==> config.mk <==
export PLATFORM = sky130hd
export DESIGN_NAME = ex_issue_stage
export DESIGN_NICKNAME = d
export VERILOG_FILES = /design/src/rtl/ex_issue_stage.sv
export SDC_FILE = /design/constraint.sdc
export NUM_CORES = 1
export LEC_CHECK = 0
export CAP_MARGIN = 25
export CORE_MARGIN = 4
export CORE_UTILIZATION = 28
export DETAILED_ROUTE_END_ITERATION = 6
export HOLD_SLACK_MARGIN = 0.12
export PLACE_DENSITY_LB_ADDON = 0.3
export REMOVE_ABC_BUFFERS = 1
export SLEW_MARGIN = 20
export SYNTH_ARGS = -nofsm -noshare
export SYNTH_HDL_FRONTEND = slang
export SYNTH_SLANG_ARGS = --single-unit
==> constraint.sdc <==
create_clock -name clk -period 2.2 [get_ports clk]
set_input_delay 0.44 -clock clk [delete_from_list [all_inputs] [get_ports clk]]
set_output_delay 0.44 -clock clk [all_outputs]
set_load 0.02 [all_outputs]
==> src/rtl/ex_issue_stage.sv <==
// Execute issue stage: a single ID/EX pipeline register with ALU-control decode
// and EX/MEM, MEM/WB operand forwarding into the ALU and the store-data path.
module ex_issue_stage #(
    parameter int DATA_W = 32
) (
    input  logic              clk,
    input  logic              rst_n,
    input  logic              id_valid,
    input  logic [DATA_W-1:0] id_rs_data,
    input  logic [DATA_W-1:0] id_rt_data,
    input  logic [DATA_W-1:0] id_imm,
    input  logic [4:0]        id_rs,
    input  logic [4:0]        id_rt,
    input  logic [4:0]        id_dst,
    input  logic              id_reg_write,
    input  logic              id_alu_src,
    input  logic [1:0]        id_alu_op,
    input  logic [5:0]        id_funct,
    input  logic              stall,
    input  logic              flush,
    input  logic              mem_reg_write,
    input  logic [4:0]        mem_dst,
    input  logic [DATA_W-1:0] mem_result,
    input  logic              wb_reg_write,
    input  logic [4:0]        wb_dst,
    input  logic [DATA_W-1:0] wb_result,
    output logic [DATA_W-1:0] alu_a,
    output logic [DATA_W-1:0] alu_b,
    output logic [3:0]        alu_ctrl,
    output logic              ex_valid,
    output logic [DATA_W-1:0] ex_store_data,
    output logic [4:0]        ex_dst,
    output logic              ex_reg_write,
    output logic              ex_illegal
);

    localparam logic [3:0] CTRL_AND = 4'b0000;
    localparam logic [3:0] CTRL_OR  = 4'b0001;
    localparam logic [3:0] CTRL_ADD = 4'b0010;
    localparam logic [3:0] CTRL_NOR = 4'b0101;
    localparam logic [3:0] CTRL_SUB = 4'b0110;
    localparam logic [3:0] CTRL_SLT = 4'b0111;

    // Returns {illegal, alu_ctrl}; unsupported encodings fall back to add.
    function automatic logic [4:0] decode_ctrl(input logic [1:0] op, input logic [5:0] funct);
        logic [4:0] res;
        res = {1'b0, CTRL_ADD};
        case (op)
            2'b00: res = {1'b0, CTRL_ADD};
            2'b01: res = {1'b0, CTRL_SUB};
            2'b10: begin
                case (funct)
                    6'b100000: res = {1'b0, CTRL_ADD};
                    6'b100010: res = {1'b0, CTRL_SUB};
                    6'b100100: res = {1'b0, CTRL_AND};
                    6'b100101: res = {1'b0, CTRL_OR};
                    6'b101010: res = {1'b0, CTRL_SLT};
                    6'b100111: res = {1'b0, CTRL_NOR};
                    default:   res = {1'b1, CTRL_ADD};
                endcase
            end
            default: res = {1'b1, CTRL_ADD};
        endcase
        return res;
    endfunction

    // Youngest producer wins; register 0 is hard-wired and never forwarded.
    function automatic logic [DATA_W-1:0] fwd_sel(
        input logic [4:0]        idx,
        input logic [DATA_W-1:0] regval,
        input logic              mwe,
        input logic [4:0]        md,
        input logic [DATA_W-1:0] mr,
        input logic              wwe,
        input logic [4:0]        wd,
        input logic [DATA_W-1:0] wr
    );
        logic [DATA_W-1:0] res;
        res = regval;
        if (mwe && (md != 5'd0) && (md == idx)) begin
            res = mr;
        end else if (wwe && (wd != 5'd0) && (wd == idx)) begin
            res = wr;
        end
        return res;
    endfunction

    logic [DATA_W-1:0] rs_data_p0;
    logic [DATA_W-1:0] rt_data_p0;
    logic [DATA_W-1:0] imm_p0;
    logic [4:0]        rs_p0;
    logic [4:0]        rt_p0;
    logic [4:0]        dst_p0;
    logic              reg_write_p0;
    logic              alu_src_p0;
    logic [3:0]        alu_ctrl_p0;
    logic              illegal_p0;
    logic              vld_p0;
    logic [4:0]        dec_id;

    assign dec_id = decode_ctrl(id_alu_op, id_funct);

    // ID -> EX register: reset/flush/empty-slot load a bubble, stall holds.
    always_ff @(posedge clk) begin
        if (!rst_n || flush || (!stall && !id_valid)) begin
            rs_data_p0   <= '0;
            rt_data_p0   <= '0;
            imm_p0       <= '0;
            rs_p0        <= '0;
            rt_p0        <= '0;
            dst_p0       <= '0;
            reg_write_p0 <= 1'b0;
            alu_src_p0   <= 1'b0;
            alu_ctrl_p0  <= CTRL_AND;
            illegal_p0   <= 1'b0;
            vld_p0       <= 1'b0;
        end else if (!stall) begin
            rs_data_p0   <= id_rs_data;
            rt_data_p0   <= id_rt_data;
            imm_p0       <= id_imm;
            rs_p0        <= id_rs;
            rt_p0        <= id_rt;
            dst_p0       <= id_dst;
            reg_write_p0 <= id_reg_write;
            alu_src_p0   <= id_alu_src;
            alu_ctrl_p0  <= dec_id[3:0];
            illegal_p0   <= dec_id[4];
            vld_p0       <= 1'b1;
        end
    end

    logic [DATA_W-1:0] fwd_a;
    logic [DATA_W-1:0] fwd_b;

    // EX side: forwarding is re-evaluated every cycle, including while stalled.
    assign fwd_a = fwd_sel(rs_p0, rs_data_p0, mem_reg_write, mem_dst, mem_result,
                           wb_reg_write, wb_dst, wb_result);
    assign fwd_b = fwd_sel(rt_p0, rt_data_p0, mem_reg_write, mem_dst, mem_result,
                           wb_reg_write, wb_dst, wb_result);

    assign alu_a         = fwd_a;
    assign alu_b         = alu_src_p0 ? imm_p0 : fwd_b;
    assign alu_ctrl      = alu_ctrl_p0;
    assign ex_valid      = vld_p0;
    assign ex_store_data = fwd_b;
    assign ex_dst        = dst_p0;
    assign ex_reg_write  = reg_write_p0;
    assign ex_illegal    = illegal_p0 & vld_p0;

endmodule

==> key figures <==
Run status
  • Status: finished with violations
  • Violated checks: negative setup slack

Yosys
  • Synthesis Warnings: 0
  • Top_reg_cell synth: dfxtp_1
  • Syn Std Cell Area: 6566 um^2
  • Post-synthesis adder-cell area fraction: 0
  • Compound-cell area share of the yosys netlist: 0.1252
  • Synth Register Bits: 118
  • Syn Area/Cell: 8.970 um^2
  • Mapped Cells: 732
  • Synth async-reset ratio: 0
  • Combinational family with the most area after synthesis: multiplexers
  • Post-synth EDFFs: 0
  • Post-Synth Simple-Gate Area: 0.1622
  • Distinct cells, synth: 42
  • Sequential-to-total area share from yosys stat: 0.3598
  • XOR/XNOR Fraction of Synth Area: 0.02668
  • Mux contribution to synthesized area: 0.2759

Detailed routing
  • DR pass1 iterations: 5
  • Metal3 WL: 1.929 mm
  • Final wirelength: 30.62 mm
  • Metal1 wirelength: 13.33 mm
  • Top sig layer: met5
  • Post-route DRC violation count: 0
  • 1st-iter DRT viols: 308
  • WL met2: 14.88 mm
  • Vias: 7058
  • DR WL/cell: 20.97 um
  • Vias per Instance: 4.834
  • Final ANT Viol Nets: 0

Timing
  • Final Hold Viols: 0
  • Fin crit share: 1.365
  • RSZ-0062 raised after global routing: yes
  • Layout Skew: 0 ns
  • Fmax: 333.0 MHz
  • # setup viols final: 96
  • PnR worst setup slack: -0.8029 ns
  • Tmin final: 3.003 ns
  • Max Slew Vio Count: 0
  • Setup tns final: -56.45 ns

Die
  • Die ar.: 25960 um^2
  • # rows: 55
  • Starting Density: 0.2874
  • Core area: 22850 um^2
  • Die W: 161.1 um
  • Die H: 161.1 um
  • I/O pins: 310

GRT
  • First-pass GRT wire length: 43.39 mm
  • GRT Total Usage: 0.2181
  • Vias in the first global route: 7176
  • Pin count of the biggest net entering global routing: 65
  • Initial antenna violation count: 1
  • Remaining global-route overflow: 0

Final layout
  • Layout cells sized above 1: 0.3618
  • Most frequent cells in the layout: 199 x clkdlybuf4s50_1, 143 x nor2_1, 138 x mux2i_1, 111 x dfxtp_1, 99 x buf_6
  • Register area: 2376 um^2
  • Commonest non-fill, non-tap cell in the layout: clkdlybuf4s50_1
  • Fill cells: 2054
  • Multi-input logic area: 4697 um^2
  • P&R area growth vs syn: 97.60%
  • Fin area: 12970 um^2
  • Antenna diodes: 0
  • Net count, final: 1336

Power
  • Leak Pwr: 5.228 nW
  • Power Density: 509.7 nW/um^2
  • Max rail drop VDD: 0.4232 mV
  • Total power draw: 6.613 mW

Clocking
  • Clk_lat worst skew: 0.41 ns
  • CTS tree: done
  • Worst-path clk slew: 0.06 ns
  • CTS buffer count: 17
  • Clock tree root driver cell: clkbuf_16
  • H-tree lvl count: 4
  • Clock Path Buffers: 2
  • Sink Count: 118

Setup path
  • Crit Path Class: flip-flop to output port
  • Critical Path Fanout Max: 5
  • Crit end category: output port
  • CP Launch Type: flip-flop
  • R2R setup slack: 1.40 ns
  • Worst path max stage delay: 0.60 ns
  • Slowest cell on the critical path: or4b_4
  • Cell chain of the critical path: xor2_2 -> or4b_4 -> buf_12 -> clkbuf_16 -> o21ai_4 -> a31oi_4 -> mux2_4 -> buf_6
  • Worst EP required: 1.76 ns
  • CP arrival: 2.56 ns

Place
  • Final HPWL from detailed placement: 18.69 mm
  • Dpl cell area: 10570 um^2
  • GP Congestion: 0.8062
  • Pre-CTS WS: -1.336 ns
  • Port buffer count: 308

Min path
  • Tightest Hold Check Type: primary input to flip-flop

Job
  • Max cap viols: 0
state kept, by name (all words and copies together) (netlist names):
register / cells
imm_p0: 32
rs_data_p0: 32
rt_data_p0: 32
ex_dst: 5
rs_p0: 5
rt_p0: 5
alu_ctrl: 3
alu_src_p0: 1
ex_reg_write: 1
ex_valid: 1
illegal_p0: 1
cells by family (layout without fill, tap and decap cells):
logic type | count (synthesis) | count (layout)
other cells | 1 | 1
mux | 177 | 177
buf+inv | 67 | 482
flops | 118 | 118
compound gates | 110 | 110
xor+xnor | 20 | 20
simple gates | 239 | 239
cell type report:
type | instances | share of cell area
clock buffer | 20 | 0.03365
clock inverter | 12 | 0.01013
inverter | 3 | 0.0008679
multi-input combinational | 547 | 0.3620
sequential | 118 | 0.1831
tap | 313 | 0.03018
timing repair buffer | 447 | 0.3800
report_power, final:
| group | switching, mW | internal (mW) | total, mW |
|---|---|---|---|
| logic | 0.730 | 0.934 | 1.66 |
| clock network | 1.04 | 1.67 | 2.71 |
| registers | 0.0444 | 2.20 | 2.24 |
| total | 1.82 | 4.80 | 6.61 |
repair_timing:
action / in CTS / in global routing
buffers inserted: 24 / 21
gates cloned: 15 / 5
pin swaps: 21 / 68
gates resized for setup: 562 / 208
endpoints found under the setup margin: 96 / 96
hold buffers: 0 / 0
metal layers:
layer,global-route usage,vias to the layer above
met5,0,-
met4,0.05894,2
met3,0.05869,32
met2,0.3688,249
met1,0.2754,3360
li1,-,3415
synth_stat cells (2+ instances only):
| cell | instances | share of area |
|---|---|---|
| buf_1 | 17 | 0.0097 |
| xnor2_1 | 13 | 0.017 |
| a31oi_1 | 2 | 0.0019 |
| nor2b_1 | 4 | 0.0038 |
| buf_12 | 3 | 0.0091 |
| dfxtp_1 | 118 | 0.36 |
| a21oi_1 | 36 | 0.027 |
| nor4_1 | 2 | 0.0019 |
| or4_1 | 2 | 0.0023 |
| nor2_1 | 149 | 0.085 |
| nor3_1 | 34 | 0.026 |
| xor2_1 | 7 | 0.0093 |
| nand4_1 | 2 | 0.0019 |
| inv_1 | 3 | 0.0017 |
| mux2i_1 | 145 | 0.22 |
| mux2_2 | 32 | 0.055 |
| a31oi_2 | 30 | 0.057 |
| nand3_1 | 33 | 0.025 |
| o21ai_1 | 31 | 0.024 |
| o21ai_0 | 3 | 0.0023 |
| clkbuf_1 | 30 | 0.017 |
| buf_2 | 12 | 0.0091 |
| nand2_1 | 4 | 0.0023 |
| or4_4 | 2 | 0.0034 |
worst max-delay path: cells and delay by family (launching register included):
kind | cells | cell delay [ns]
compound gates | 2 | 0.27
simple gates | 1 | 0.60
buf+inv | 3 | 0.49
flops | 1 | 0.36
xor+xnor | 1 | 0.14
mux | 1 | 0.28
stage by stage:
stage	util	cells	hold slack, ns
after floorplan	-	668	0.4342
after global placement	0.4627	1371	0.4492
after detailed placement	0.4627	1371	0.4571
after CTS	0.5207	1442	0.3774
after global routing	0.5679	1460	0.3991
final	0.5679	1460	0.3924
worst paths after layout:
| check | start | endpoint | cells after the start |
|---|---|---|---|
| hold reg to reg | illegal_p0$_SDFFE_PP0N_ | illegal_p0$_SDFFE_PP0N_ | 2 |
| setup / recovery | rt_p0[3]$_SDFFE_PP0N_ | alu_b[6] | 8 |
| setup reg to reg | alu_src_p0$_SDFFE_PP0N_ | alu_src_p0$_SDFFE_PP0N_ | 3 |
| hold / removal | stall | illegal_p0$_SDFFE_PP0N_ | 3 |
(Power assumes the default switching activity.)
